--- config.mk ---
export PLATFORM = sky130hd
export DESIGN_NAME = lc3_mem_arbiter
export DESIGN_NICKNAME = d
export VERILOG_FILES = /design/src/rtl/lc3_mem_arb_pkg.sv /design/src/rtl/lc3_mem_arb_pick.sv /design/src/rtl/lc3_mem_arbiter.sv
export SDC_FILE = /design/constraint.sdc
export NUM_CORES = 1
export LEC_CHECK = 0
export CAP_MARGIN = 20
export CORE_AREA = 3 3 86 88
export CTS_CLUSTER_DIAMETER = 40
export DETAILED_ROUTE_END_ITERATION = 7
export DIE_AREA = 0 0 89 91
export PLACE_DENSITY = 0.78
export SYNTH_ARGS = -nofsm -noshare
export SYNTH_HDL_FRONTEND = slang
export SYNTH_SLANG_ARGS = --single-unit
--- constraint.sdc ---
create_clock -name clk -period 2.45 [get_ports clk]
set_input_delay 0.49 -clock clk [delete_from_list [all_inputs] [get_ports clk]]
set_output_delay 0.49 -clock clk [all_outputs]
set_load 0.005 [all_outputs]
--- src/rtl/lc3_mem_arb_pkg.sv ---
// lc3_mem_arb_pkg: shared state encoding, owner ids and wait-counter width for the memory arbiter
package lc3_mem_arb_pkg;
  typedef enum logic [1:0] {IDLE = 2'd0, ACCESS = 2'd1, RESP = 2'd2} state_t;
  localparam logic OWNER_CPU = 1'b0;
  localparam logic OWNER_DMA = 1'b1;
  localparam int CNT_W = 4;
endpackage

--- src/rtl/lc3_mem_arb_pick.sv ---
// lc3_mem_arb_pick: two-input owner selector; round-robin on last_owner, or fixed CPU priority
// when LC3_MEM_ARB_CPU_PRIO_EN is defined.
module lc3_mem_arb_pick
  import lc3_mem_arb_pkg::*;
(
  input  logic cpu_mio_en,
  input  logic dma_req,
  input  logic last_owner,
  output logic grant_valid,
  output logic grant_owner
);
  logic tie_owner;
`ifdef LC3_MEM_ARB_CPU_PRIO_EN
  assign tie_owner = OWNER_CPU;
`else
  assign tie_owner = ~last_owner;
`endif
  assign grant_valid = cpu_mio_en | dma_req;
  assign grant_owner = (cpu_mio_en && dma_req) ? tie_owner : (dma_req ? OWNER_DMA : OWNER_CPU);
endmodule

--- src/rtl/lc3_mem_arbiter.sv ---
// lc3_mem_arbiter: shares single-port memory between the LC-3 CPU and a DMA master
// through a fixed wait-state window (IDLE -> ACCESS -> RESP).
module lc3_mem_arbiter
  import lc3_mem_arb_pkg::*;
#(
  parameter int ADDR_W = 16,
  parameter int DATA_W = 16,
  parameter int WAIT_CYCLES = 2
) (
  input  logic              clk,
  input  logic              rst,
  input  logic              cpu_mio_en,
  input  logic              cpu_r_w,
  input  logic [ADDR_W-1:0] cpu_addr,
  input  logic [DATA_W-1:0] cpu_wdata,
  output logic              cpu_r,
  input  logic              dma_req,
  input  logic              dma_we,
  input  logic [ADDR_W-1:0] dma_addr,
  input  logic [DATA_W-1:0] dma_wdata,
  output logic              dma_gnt,
  output logic              dma_done,
  output logic [DATA_W-1:0] rdata,
  output logic              mem_en,
  output logic              mem_we,
  output logic [ADDR_W-1:0] mem_addr,
  output logic [DATA_W-1:0] mem_wdata,
  input  logic [DATA_W-1:0] mem_rdata
);
  localparam logic [CNT_W-1:0] CNT_INIT = CNT_W'(WAIT_CYCLES - 1);
  state_t state, state_nx;
  logic [CNT_W-1:0] cnt;
  logic last_owner, owner, we, grant_valid, grant_owner;

  lc3_mem_arb_pick u_pick (
    .cpu_mio_en (cpu_mio_en),
    .dma_req    (dma_req),
    .last_owner (last_owner),
    .grant_valid(grant_valid),
    .grant_owner(grant_owner)
  );

  always_comb begin
    state_nx = state == IDLE   ? (grant_valid ? ACCESS : IDLE) :
               state == ACCESS ? (cnt == '0 ? RESP : ACCESS) : IDLE;
    mem_en   = state == ACCESS && cnt == CNT_INIT;
    mem_we   = mem_en && we;
    cpu_r    = state == RESP && owner == OWNER_CPU;
    dma_done = state == RESP && owner == OWNER_DMA;
    dma_gnt  = (state == ACCESS || state == RESP) && owner == OWNER_DMA;
  end

  always_ff @(posedge clk) begin
    if (rst) begin
      state      <= IDLE;
      cnt        <= '0;
      last_owner <= OWNER_DMA;
      owner      <= OWNER_CPU;
      we         <= 1'b0;
      mem_addr   <= '0;
      mem_wdata  <= '0;
      rdata      <= '0;
    end else begin
      state <= state_nx;
      if (state == IDLE && grant_valid) begin
        owner     <= grant_owner;
        we        <= grant_owner == OWNER_DMA ? dma_we : cpu_r_w;
        mem_addr  <= grant_owner == OWNER_DMA ? dma_addr : cpu_addr;
        mem_wdata <= grant_owner == OWNER_DMA ? dma_wdata : cpu_wdata;
        cnt       <= CNT_INIT;
      end
      if (state == ACCESS) begin
        cnt <= cnt == '0 ? '0 : cnt - 1'b1;
        if (cnt == '0) begin
          last_owner <= owner;
          if (!we) rdata <= mem_rdata;
        end
      end
    end
  end
endmodule

== Yosys cells after proc, flatten, opt, wreduce, memory -nomap -nowiden ==
Cells that the tools add are included.

* Bits in registers: 57
* Latch bits: 0
* RAM bits: 0
* Bits in read-only memories: 0
* Input port bits: 86
* Logic and storage cells: 41
* Memories kept: 0

* Add/subtract/negate cells: 1
* Multipliers: 0
* Div/mod/pow operators: 0
* $lt $le $gt $ge: 0
* Eq/ne operators: 3
* Shift operators: 0
* Mux-type cells: 12
* Bitwise gates (word level): 4
* Reduce and logical (&&, ||, !) cells: 13

{| class="wikitable"
|+ Operators with widths
! cell !! number
|-
| 2-to-1 mux 16 bit || 2
|-
| 2-to-1 mux 4 bit || 3
|-
| logical AND 1 bit || 7
|-
| 2-to-1 mux 2 bit || 3
|-
| equality test 4 x 1 -> 1 bit (second input constant) || 1
|-
| zero test 4 bit || 1
|-
| 2-to-1 mux 1 bit || 4
|-
| subtractor 4 x 1 -> 4 bit (second input constant) || 1
|-
| NOT 1 bit || 3
|-
| AND reduction 3 bit || 1
|-
| equality test 2 x 1 -> 1 bit (second input constant) || 1
|-
| equality test 2 bit (second input constant) || 1
|-
| zero test 2 bit || 1
|-
| AND reduction 2 bit || 1
|-
| nonzero test 2 bit || 1
|-
| logical OR 1 bit || 1
|-
| bitwise OR 1 bit || 1
|}

== Logic depth before layout (Yosys ltp) ==
* Word-level depth: 4
* Gate-level depth with buffers: 7
* Depth with buffers taken out: 5

== By module ==
From an unflattened synthesis, not the netlist that was laid out.

* Cells, all modules: 272
* Area, all modules: 2676.3 µm²

{| class="wikitable"
|+ Modules (own cells, without submodules)
! module !! instances !! cells an instance !! area each (µm²) !! seq. area each (µm²)
|-
| lc3_mem_arbiter || 1 || 270 || 2662.6 || 1141.1
|-
| lc3_mem_arb_pick || 1 || 2 || 13.8 || 0.0
|}

== Least setup slack after synthesis ==
OpenSTA, ideal clock, no wires.

* Kind: register to register
* From: register state[1]
* To: register rdata[10]
* Setup time: 0.072 ns
* Arrival: 1.705 ns
* Required time: 2.378 ns
* Slack: 0.674 ns
* Cell stages (with the launch flop): 7
* Path buffers: 1
* Path through: dfxtp_1 -> inv_1 -> ha_1 -> or3b_4 -> nor4_4 -> buf_6 -> mux2i_1

* Cells in the longest elaborated chain, start to end: 2

{| class="wikitable"
|+ Ends and longest elaborated chain
! what !! line !! source
|-
| from (decl) || lc3_mem_arbiter.sv:31 || <nowiki>state_t state, state_nx;</nowiki>
|-
| from (signal assigned) || lc3_mem_arbiter.sv:64 || <nowiki>state <= state_nx;</nowiki>
|-
| equality test 2 x 1 -> 1 bit || lc3_mem_arbiter.sv:72 || <nowiki>if (state == ACCESS) begin</nowiki>
|-
| AND reduction 3 bit (no line) || - ||
|-
| to (signal assigned) || lc3_mem_arbiter.sv:76 || <nowiki>if (!we) rdata <= mem_rdata;</nowiki>
|-
| to (decl) || lc3_mem_arbiter.sv:23 || <nowiki>output logic [DATA_W-1:0] rdata,</nowiki>
|}

Every way passes these cells.
A chain may end at the register's enable or synchronous reset.

== Worst setup path in the final report ==
* From: register cnt[3]
* To: output mem_we

* Cells in the longest elaborated chain, start to end: 3

{| class="wikitable"
|+ Ends and longest elaborated chain
! what !! line !! source
|-
| from (decl) || lc3_mem_arbiter.sv:32 || <nowiki>logic [CNT_W-1:0] cnt;</nowiki>
|-
| from (signal assigned) || lc3_mem_arbiter.sv:73 || <nowiki>cnt <= cnt == '0 ? '0 : cnt - 1'b1;</nowiki>
|-
| equality test 4 x 1 -> 1 bit || lc3_mem_arbiter.sv:46 || <nowiki>mem_en = state == ACCESS && cnt == CNT_INIT;</nowiki>
|-
| logical AND 1 bit || lc3_mem_arbiter.sv:46 ||
|-
| logical AND 1 bit || lc3_mem_arbiter.sv:47 || <nowiki>mem_we = mem_en && we;</nowiki>
|-
| to (decl) || lc3_mem_arbiter.sv:25 || <nowiki>output logic mem_we,</nowiki>
|}

Every way passes these cells.

==> flow_summary.ini <==
[outcome]
status = completed

[floorplanning]
initial_utilization = 0.3823
io_pins = 139
die_w_um = 89
dieHeight_um = 91
coreArea_um2 = 6719
dieArea_um2 = 8099
rows = 30

[routing]
num_vias = 2610
viasPerCell = 4.981
dr.pass1.iters = 4
drc = 0
drtAntennaViolNets = 0
wirelength_mm = 7.346
drt_iter0_drc = 113
wl_per_cell_um = 14.02

[clock_network]
clock_path_buffers = 2
ctsHoldBuffers = 0
cts_buffers = 9
h-tree-depth = 3
clkLatencyLatePin_ps = 330
clock-sinks = 57
cts_setup_buffers = 0
clock-root-buffer = clkbuf_8
path_clk_slew_ps = 60
cts_tree = yes
cts_resized = 0

[logic_synthesis]
synth_edf_count = 0
syn_avg_cell_area_um2 = 8.478
synth-seq-area-share = 0.4442
synth_async_sr_flop_share = 0
synth_ff_type = dfxtp_1
synth_fp_nets = 392
syn_inst = 303
ys_ff_latch = 57
syn-cell-area_um2 = 2569
ys_types = 34
ys_warn_count = 0

[timing]
slew_violations = 0
hold_viol = 0
fin_skew_ps = 9.913
setup_violations = 0
tightest_slew_ps = 500.4
fin_crit_ps = 2211
max_freq_mhz = 452.2
hold_ws_ps = 467.3
slew_headroom = 0.6633
fin_tns_setup_ps = 0
finalCritPeriodShare = 0.9025
rsz0062_at_grt = no

[setup_path]
cp_slowest_cell = clkdlybuf4s50_1
worstPathCellList = nor2_1 > and4_1 > and2_1 > clkdlybuf4s50_1
cpPeakStageDelay_ps = 510
cp-start-kind = flop
worstSetupPathType = flop to primary output
worst_setup_path_end_kind = primary output
ff2ff_setup_slack_ps = 580
critPathRequiredTime_ps = 1960
arrival_ps = 1720
cp_max_fo = 6

[global_routing]
grt_max_degree = 34
grt_pass1_wl_mm = 12.06
antenna_found_initial = 0
grt_usage = 0.1860
grt_pass1_vias = 2642
grt_overflow = 0

[cells_and_area]
fin_util = 0.6339
area_growth_pct = 65.81
final_nets = 528
diodes = 0
drive_gt1_frac = 0.07432
stdcell_count = 524

[power]
ir_worst_vdd_mv = 0.4006
p_leak_nw = 1.625
power_mw = 2.584
p_per_area_nw_per_um2 = 606.8

[placed_design]
dp.cells = 508
io_buffers = 138
gp_congestion = 0.7867
dp_hpwl_mm = 5.454

[job]
drv_cap = 0

[min_path]
hp-class = flop to flop
-- critical path, delay by kind of cell, from the launching register on --
kind / cells / cell delay (ps)
and+or+nand+nor: 3 / 530
DFF: 1 / 370
buffers and inverters: 1 / 510
-- routing by layer --
layer / vias up / routed length (um) / GRT usage
li1: 1315 / - / -
met1: 1187 / 3083 / 0.2208
met2: 95 / 3435 / 0.3032
met3: 13 / 702 / 0.06897
met4: 0 / 125 / 0.06700
met5: - / 0 / 0
-- cell type report --
cell class                 instances  area (um2)
clock inverter                     5       55.05
clock buffer                      11       141.4
fill                             570        2460
inverter                           3       11.26
tap                               80       100.1
timing repair buffer             149        1484
multi-input combinational        219        1326
sequential                        57        1141
-- where the power goes --
part           internal (mW)  switching, mW  leakage, nW
registers               1.02         0.0530        0.470
logic                  0.391          0.258         1.06
clock network          0.494          0.372       0.0953
total                   1.90          0.684         1.62
-- sequential cells by signal, indices dropped and copies added (netlist names) --
| signal | count |
|---|---|
| last_owner | 1 |
| we | 1 |
| state | 2 |
| mem_wdata | 16 |
| owner | 1 |
| rdata | 16 |
| cnt | 4 |
| mem_addr | 16 |
-- placed cells by master (no fill, tap or decap), types with 2 or more instances in the layout --
cell,n
a21oi_1,35
mux2i_1,18
nand2b_1,34
nor3b_1,2
dfxtp_1,57
inv_1,3
ha_1,3
buf_12,2
and2_1,3
clkdlybuf4s50_1,137
clkinvlp_4,2
a211oi_1,33
nor2_1,37
clkbuf_8,10
clkinv_2,2
buf_4,9
nand2_1,34
-- final timing paths --
check / from / end / cells past startpoint
hold reg to reg: rdata[11] / rdata[11] / 2
hold / removal: rdata[11] / rdata[11] / 2
setup reg to reg: state[1] / rdata[2] / 7
setup / recovery: cnt[3] / mem_we / 4
-- cells by family (layout without fill, tap and decap cells) --
| group | Yosys count | count (layout) | share of synthesized area |
|---|---|---|---|
| compound gates | 78 | 78 | 0.1958 |
| fa+ha+maj | 3 | 3 | 0.01461 |
| buf+inv | 27 | 168 | 0.04238 |
| flops | 57 | 57 | 0.4442 |
| mux | 18 | 18 | 0.07014 |
| simple gates | 120 | 120 | 0.2328 |
-- Yosys cell counts (all sizes together), types with 2 or more instances --
cell type | count | share of area
a211oi | 33 | 0.096
a21oi | 35 | 0.068
and2 | 3 | 0.0073
buf | 2 | 0.0058
clkbuf | 22 | 0.032
dfxtp | 57 | 0.44
ha | 3 | 0.015
inv | 3 | 0.0044
mux2i | 18 | 0.070
nand2 | 34 | 0.050
nand2b | 34 | 0.083
nor2 | 37 | 0.054
nor3b | 2 | 0.0058
nor4 | 2 | 0.011
o21ai | 2 | 0.0039
o32a | 2 | 0.0083
-- through the flow --
stage | cell area, um2 | setup WS, ps
after floorplan | 2569 | 673.7
after global placement | 4063 | 482.3
after detailed placement | 4063 | 367.3
after CTS | 4259 | 213.2
after global routing | 4259 | 114.3
final | 4259 | 238.8
Power figures use the tool's default switching activity.
